[config.mk]
export PLATFORM = sky130hd
export DESIGN_NAME = ibex_rf_wport_arb
export DESIGN_NICKNAME = d
export VERILOG_FILES = /design/src/rtl/ibex_pkg.sv /design/src/rtl/ibex_rf_wport_arb_queue.sv /design/src/rtl/ibex_rf_wport_arb.sv
export SDC_FILE = /design/constraint.sdc
export NUM_CORES = 1
export LEC_CHECK = 0
export CORE_MARGIN = 2
export CORE_UTILIZATION = 48
export CTS_BUF_LIST = sky130_fd_sc_hd__clkbuf_16
export DETAILED_ROUTE_END_ITERATION = 10
export GPL_ROUTABILITY_DRIVEN = 0
export PLACE_DENSITY_LB_ADDON = 0.2
export SLEW_MARGIN = 15
export SYNTH_ARGS = -nofsm -noshare
export SYNTH_HDL_FRONTEND = slang
export SYNTH_HIERARCHICAL = 1
export SYNTH_SLANG_ARGS = --single-unit
[constraint.sdc]
create_clock -name clk_i -period 2.9 [get_ports clk_i]
set_input_delay 0.435 -clock clk_i [delete_from_list [all_inputs] [get_ports clk_i]]
set_output_delay 0.435 -clock clk_i [all_outputs]
set_load 0.02 [all_outputs]
[src/rtl/ibex_pkg.sv]
// Shared Ibex types used by the register-file write-port arbiter.
// Holds the write-source enum and the packed write-request payload.
package ibex_pkg;

  localparam int unsigned CheriCapWidth = 91;

  typedef enum logic {
    RF_WSRC_CORE = 1'b0,
    RF_WSRC_BG   = 1'b1
  } rf_wsrc_e;

  typedef struct packed {
    logic [4:0]               waddr;
    logic [CheriCapWidth-1:0] wdata_cap;
    logic [31:0]              wdata_int;
    logic                     wcap;
  } rf_wr_req_t;

  typedef struct packed {
    logic       valid;
    rf_wr_req_t req;
  } rf_q_entry_t;

endpackage

[src/rtl/ibex_rf_wport_arb_queue.sv]
// Two-entry shift queue for background register-file writes.
// Per-cycle order: dequeue head, drop address-matched entries, compact toward q[0], then enqueue.
module ibex_rf_wport_arb_queue
  import ibex_pkg::*;
(
  input  logic       clk_i,
  input  logic       rst_ni,
  input  logic       enq_i,
  input  rf_wr_req_t enq_req_i,
  input  logic       deq_i,
  input  logic       squash_en_i,
  input  logic [4:0] squash_addr_i,
  output logic       head_valid_o,
  output rf_wr_req_t head_req_o,
  output logic       full_o,
  output logic       squash_o,
  output logic       head_squash_o
);

  rf_q_entry_t q_q [2];
  rf_q_entry_t q_d [2];
  logic [1:0]  hit;
  logic        keep0;
  logic        keep1;

  always_comb begin
    for (int i = 0; i < 2; i++) begin
      hit[i] = squash_en_i & q_q[i].valid & (q_q[i].req.waddr == squash_addr_i);
    end
    keep0 = q_q[0].valid & ~deq_i & ~hit[0];
    keep1 = q_q[1].valid & ~hit[1];

    q_d[0] = '0;
    q_d[1] = '0;
    if (keep0) begin
      q_d[0] = q_q[0];
      if (keep1) q_d[1] = q_q[1];
    end else if (keep1) begin
      q_d[0] = q_q[1];
    end

    // Enqueue is only offered when q[1] was empty, so a free slot always exists here.
    if (enq_i) begin
      if (!q_d[0].valid) q_d[0] = {1'b1, enq_req_i};
      else               q_d[1] = {1'b1, enq_req_i};
    end
  end

  always_ff @(posedge clk_i) begin
    if (!rst_ni) begin
      q_q[0] <= '0;
      q_q[1] <= '0;
    end else begin
      q_q[0] <= q_d[0];
      q_q[1] <= q_d[1];
    end
  end

  assign head_valid_o  = q_q[0].valid;
  assign head_req_o    = q_q[0].req;
  assign full_o        = q_q[1].valid;
  assign squash_o      = |hit;
  assign head_squash_o = hit[0];

endmodule

[src/rtl/ibex_rf_wport_arb.sv]
// Register-file write-port arbiter: core writeback always wins, background writes retire when idle.
// Define IBEX_RF_ARB_STARVE_EN to add the starvation counter that forces a writeback stall.
module ibex_rf_wport_arb
  import ibex_pkg::*;
#(
  parameter int unsigned CheriCapWidth = ibex_pkg::CheriCapWidth,
  parameter int unsigned StarveLimit   = 8
) (
  input  logic                     clk_i,
  input  logic                     rst_ni,
  input  logic                     core_we_i,
  input  logic [4:0]               core_waddr_i,
  input  logic [CheriCapWidth-1:0] core_wdata_cap_i,
  input  logic [31:0]              core_wdata_int_i,
  input  logic                     core_wcap_i,
  input  logic                     bg_req_i,
  output logic                     bg_ready_o,
  input  logic [4:0]               bg_waddr_i,
  input  logic [CheriCapWidth-1:0] bg_wdata_cap_i,
  input  logic [31:0]              bg_wdata_int_i,
  input  logic                     bg_wcap_i,
  output logic                     bg_done_o,
  output logic                     bg_squash_o,
  output logic                     stall_wb_o,
  output logic                     rf_we_o,
  output logic [4:0]               rf_waddr_o,
  output logic [CheriCapWidth-1:0] rf_wdata_cap_o,
  output logic [31:0]              rf_wdata_int_o,
  output logic                     rf_wcap_o,
  output logic                     rf_wsrc_o
);

  // Handshake: a background write transfers in any cycle where bg_req_i & bg_ready_o;
  // bg_ready_o depends only on registered queue state, never on this cycle's retire.
  rf_wr_req_t bg_req;
  rf_wr_req_t head_req;
  rf_wr_req_t sel_req;
  logic       head_valid;
  logic       q_full;
  logic       any_squash;
  logic       head_squash;
  logic       enq;
  logic       retire;
  logic       bg_wr;
  rf_wsrc_e   wsrc;

  assign bg_req     = '{waddr: bg_waddr_i, wdata_cap: bg_wdata_cap_i,
                        wdata_int: bg_wdata_int_i, wcap: bg_wcap_i};
  assign bg_ready_o = ~q_full;
  assign enq        = bg_req_i & bg_ready_o;
  assign retire     = head_valid & ~core_we_i;
  // An x0 head still consumes an idle slot but never reaches the register file.
  assign bg_wr      = retire & (head_req.waddr != 5'd0);

  ibex_rf_wport_arb_queue u_queue (
    .clk_i         (clk_i),
    .rst_ni        (rst_ni),
    .enq_i         (enq),
    .enq_req_i     (bg_req),
    .deq_i         (retire),
    .squash_en_i   (core_we_i & (core_waddr_i != 5'd0)),
    .squash_addr_i (core_waddr_i),
    .head_valid_o  (head_valid),
    .head_req_o    (head_req),
    .full_o        (q_full),
    .squash_o      (any_squash),
    .head_squash_o (head_squash)
  );

  always_comb begin
    sel_req = '0;
    wsrc    = RF_WSRC_CORE;
    if (core_we_i) begin
      sel_req = '{waddr: core_waddr_i, wdata_cap: core_wdata_cap_i,
                  wdata_int: core_wdata_int_i, wcap: core_wcap_i};
    end else if (bg_wr) begin
      sel_req = head_req;
      wsrc    = RF_WSRC_BG;
    end
  end

  assign rf_we_o        = core_we_i | bg_wr;
  assign rf_waddr_o     = sel_req.waddr & {5{rf_we_o}};
  assign rf_wdata_cap_o = sel_req.wdata_cap & {CheriCapWidth{rf_we_o}};
  assign rf_wdata_int_o = sel_req.wdata_int & {32{rf_we_o}};
  assign rf_wcap_o      = sel_req.wcap & rf_we_o;
  assign rf_wsrc_o      = logic'(wsrc);
  assign bg_done_o      = retire;
  assign bg_squash_o    = any_squash;

`ifdef IBEX_RF_ARB_STARVE_EN
  localparam int unsigned CntW = $clog2(StarveLimit + 1);

  logic [CntW-1:0] starve_cnt_q;
  logic [CntW-1:0] starve_cnt_d;
  logic            stall_q;
  logic            stall_d;
  logic            cnt_inc;

  always_comb begin
    cnt_inc      = head_valid & ~retire & ~head_squash;
    starve_cnt_d = starve_cnt_q;
    stall_d      = stall_q;
    if (!cnt_inc)                                  starve_cnt_d = '0;
    else if (starve_cnt_q != CntW'(StarveLimit))   starve_cnt_d = starve_cnt_q + 1'b1;
    // Stall is raised one cycle ahead so the head is guaranteed an idle slot.
    if (retire)                                                    stall_d = 1'b0;
    else if (cnt_inc && (starve_cnt_q == CntW'(StarveLimit - 1)))  stall_d = 1'b1;
  end

  always_ff @(posedge clk_i) begin
    if (!rst_ni) begin
      starve_cnt_q <= '0;
      stall_q      <= 1'b0;
    end else begin
      starve_cnt_q <= starve_cnt_d;
      stall_q      <= stall_d;
    end
  end

  assign stall_wb_o = stall_q;
`else
  assign stall_wb_o = 1'b0;
`endif

  always_ff @(posedge clk_i) begin
    if (rst_ni) begin
      assert (StarveLimit >= 2) else $error("StarveLimit must be at least 2");
      assert (!(core_we_i && stall_wb_o)) else $error("core write during writeback stall");
      assert (!(core_we_i && bg_wr)) else $error("write port driven by both sources");
    end
  end

endmodule

==> impl_summary.log <==
INFO  metric tritoncts = done
INFO  metric post_synth_and_or_nand_nor_area_fraction = 0.120
INFO  metric clock_insertion_delay_worst_skew = 0.52 ns
INFO  metric cts-htree-levels = 1
INFO  metric cp_data_required_time = 2.47 ns
INFO  metric crit_path_start_kind = flip-flop
INFO  metric synth.avg_cell_area = 7.91 µm²
INFO  metric fp.dieH = 169 µm
INFO  metric grt_start_max_net_pins = 108
INFO  metric setup_repair_after_global_routing_missed_its_margin = false
INFO  metric synth.top_cells.by_area = sky130_fd_sc_hd__dfxtp_1 40%, sky130_fd_sc_hd__nand2_1 11%, sky130_fd_sc_hd__a22o_1 8.3%
INFO  metric root_buffer = sky130_fd_sc_hd__clkbuf_16
INFO  metric design.final.nets = 2070
INFO  metric criticalPathCategory = flip-flop to primary output
INFO  metric synth_nets = 1919
INFO  metric cts.clk_slew.worst_paths = 0.06 ns
INFO  metric min_period_over_period = 0.970
INFO  metric post_route_cells_drive_above_1_share = 0.0465
INFO  metric port-buffer-count = 395
INFO  metric netlist_area = 13100 µm²
INFO  metric postRouteAntennaNets = 0
INFO  metric powerDensity = 527 nW/µm²
INFO  metric finalSetupViolCount = 0
INFO  metric dr.pass1.iters = 5
INFO  metric detailed_place_hpwl = 24200 µm
INFO  metric largest_fanout_on_the_critical_path = 13
INFO  metric top_regs = u_queue/q_q: 260 flops
INFO  metric floorplan.initialDensity = 0.488
INFO  metric finalMaxSlewViolations = 0
INFO  metric timing.hold.ws = 0.405 ns
INFO  metric worst_slew_pin_slew = 1.04 ns
INFO  metric nFillCells = 2412
INFO  metric fp.coreArea = 26900 µm²
INFO  metric via_per_inst = 5.85
INFO  metric drv.max_cap_violation_count = 0
INFO  metric ctsLongestPathBuffers = 3
INFO  metric antenna_found_initial = 2
INFO  metric worst_hold_path_type = input port to flip-flop
INFO  metric detailedRoute.firstIterationViolations = 984
INFO  metric gr-total-overflow = 0
INFO  metric vdd_ir_drop_max = 0.000432 V
INFO  metric drc = 0
INFO  metric floorplan.die.width = 169 µm
INFO  metric post_synth_fa_ha_maj_area_fraction = 0
INFO  metric floorplan.rows = 60
INFO  metric final-hold-violation-count = 0
INFO  metric max_slew_margin = 0.305
INFO  metric layout-area-overhead-vs-synth = 29.7%
INFO  metric synthXorXnorAreaFrac = 0.00668
INFO  metric routedWlPerCell = 18.1 µm
INFO  metric non_filler_instances = 2170
INFO  metric outcome = finished, final reports clean
INFO  metric global_route_wire_length_before_repair = 61900 µm
INFO  metric netlist.area_leader.share = 0.397
INFO  metric number_of_global_route_vias_before_repair = 11.7k
INFO  metric yosysSeqAreaShare = 0.397
INFO  metric cts_made_buffers = 27
INFO  metric largest_register_ff_count = 260
INFO  metric clock-sinks = 260
INFO  metric fp.dieArea = 28600 µm²
INFO  metric routed_wirelength = 39300 µm
INFO  metric met3_length = 2780 µm
INFO  metric synthesis.instances = 1657
INFO  metric yosys_reg_bits = 260
INFO  metric fin_worst_skew = 0.00860 ns
INFO  metric yosysUniqueCellTypes = 28
INFO  metric synth_top_area_cell = sky130_fd_sc_hd__dfxtp_1
INFO  metric power.static_leakage = 6.17 nW
INFO  metric wirelength_met1 = 16400 µm
INFO  metric synth_mux_area_frac = 0
INFO  metric max_clock_freq = 0.356 GHz
INFO  metric synth-compound-area-share = 0.337
INFO  metric synth_top_family_by_area = compound AO/OA/AOI/OAI gates
INFO  metric dp_cells = 2120
INFO  metric grt_usage = 0.258
INFO  metric critical_path_arrival = 2.38 ns
INFO  metric wl_met2 = 18900 µm
INFO  metric timing.critical_path.to_type = primary output
INFO  metric top_register = u_queue/q_q
INFO  metric ios = 397
INFO  metric period_needed = 2.81 ns
INFO  metric total_number_of_vias = 12.7k
INFO  metric count_of_hold_buffers_inserted_by_post_cts_repair = 0
INFO  metric top_layer_used = met4
INFO  metric yosys_warnings = 6
-- path summary, 6_finish.rpt --
path / start / to / slack (ns) / depth (start not counted)
hold reg to reg: u_queue/q_q[0][165] / u_queue/q_q[0][165] / 0.46 / 2
hold / removal: rst_ni / u_queue/q_q[0][71] / 0.41 / 3
setup reg to reg: u_queue/q_q[0][256] / u_queue/q_q[0][210] / 0.83 / 8
setup / recovery: u_queue/q_q[0][129] / rf_wdata_int_o[4] / 0.09 / 6
-- report_power, final --
| part | leakage [nW] | internal (mW) | switching, mW |
|---|---|---|---|
| clock network | 0.424 | 1.76 | 1.38 |
| logic | 3.62 | 0.852 | 1.00 |
| registers | 2.13 | 3.81 | 0.156 |
-- per-stage QoR --
| stage | TNS (ns) | setup slack, ns | utilization | total power, mW | instance area, µm² |
|---|---|---|---|---|---|
| after floorplan | 0 | 0.609 | - | 5.23 | 13100 |
| after global placement | -0.0575 | -0.0575 | 0.607 | 5.92 | 16300 |
| after detailed placement | -0.0564 | -0.0564 | 0.607 | 5.94 | 16300 |
| after CTS | 0 | 0.00119 | 0.632 | 9.02 | 17000 |
| after global routing | 0 | 0.00722 | 0.633 | 9.34 | 17000 |
| final | 0 | 0.0877 | 0.633 | 8.96 | 17000 |
-- cells by family after synthesis --
logic type	Yosys count
xor gates and xnor gates	10
other	1
and+or+nand+nor	413
DFF	260
buffers and inverters	317
AOI/OAI and AO/OA	656
-- cells in the final DEF, fill, tap and decap left out, types with 3 or more instances in the layout --
| master | netlist | routed |
|---|---|---|
| sky130_fd_sc_hd__nand2_1 | 400 | 399 |
| sky130_fd_sc_hd__nor2_1 | 3 | 3 |
| sky130_fd_sc_hd__clkbuf_16 | 0 | 27 |
| sky130_fd_sc_hd__o21ai_0 | 134 | 134 |
| sky130_fd_sc_hd__a31oi_1 | 129 | 129 |
| sky130_fd_sc_hd__buf_12 | 0 | 17 |
| sky130_fd_sc_hd__clkdlybuf4s50_1 | 0 | 300 |
| sky130_fd_sc_hd__buf_4 | 132 | 24 |
| sky130_fd_sc_hd__clkinv_2 | 0 | 5 |
| sky130_fd_sc_hd__o211ai_1 | 129 | 129 |
| sky130_fd_sc_hd__clkinv_1 | 0 | 6 |
| sky130_fd_sc_hd__xnor2_1 | 10 | 10 |
| sky130_fd_sc_hd__o22ai_1 | 130 | 129 |
| sky130_fd_sc_hd__inv_1 | 2 | 11 |
| sky130_fd_sc_hd__dlygate4sd2_1 | 0 | 92 |
| sky130_fd_sc_hd__o21a_1 | 3 | 3 |
| sky130_fd_sc_hd__dfxtp_1 | 260 | 259 |
| sky130_fd_sc_hd__a22o_1 | 124 | 124 |
-- worst max-delay path, cell delays in order, from the launching register on --
cell and delay (ns):
sky130_fd_sc_hd__dfxtp_1 0.35, sky130_fd_sc_hd__and2b_1 0.19, sky130_fd_sc_hd__a21boi_4 0.21, sky130_fd_sc_hd__buf_12 0.19, sky130_fd_sc_hd__buf_4 0.18, sky130_fd_sc_hd__a22o_1 0.14, sky130_fd_sc_hd__clkdlybuf4s50_1 0.60
-- what timing repair did --
item	in CTS	in global routing
setup buffers	0	0
resized for setup	95	1
setup endpoints to repair	117	1
-- final cells by class --
class                      count  area [µm²]  area share
multi-input combinational   1080        6150       0.362
sequential                   260        5210       0.306
timing repair buffer         437        4410       0.260
clock buffer                  27         676      0.0397
tap                          341         427      0.0251
clock inverter                21         111     0.00655
inverter                       2        7.51    0.000442
antenna                        2        5.00    0.000294
-- synthesized netlist by cell type, drive strengths merged --
master and instances:
a21boi 2, a21o 2, a22o 124, a31oi 129, and2b 1, buf 213, clkbuf 102, conb 1
dfxtp 260, inv 2, nand2 400, nand3 3, nand4 2, nor2 3, nor2b 2, nor3 1
o211ai 129, o21a 3, o21ai 136, o22ai 130, o31a 1, or4 1, xnor2 10
-- metal layers --
layer | vias up | GRT usage
met1 | 5925 | 0.340
met5 | - | 0
met3 | 76 | 0.0443
li1 | 6202 | -
met4 | 0 | 0.0896
met2 | 501 | 0.429
(Power assumes the default switching activity.)
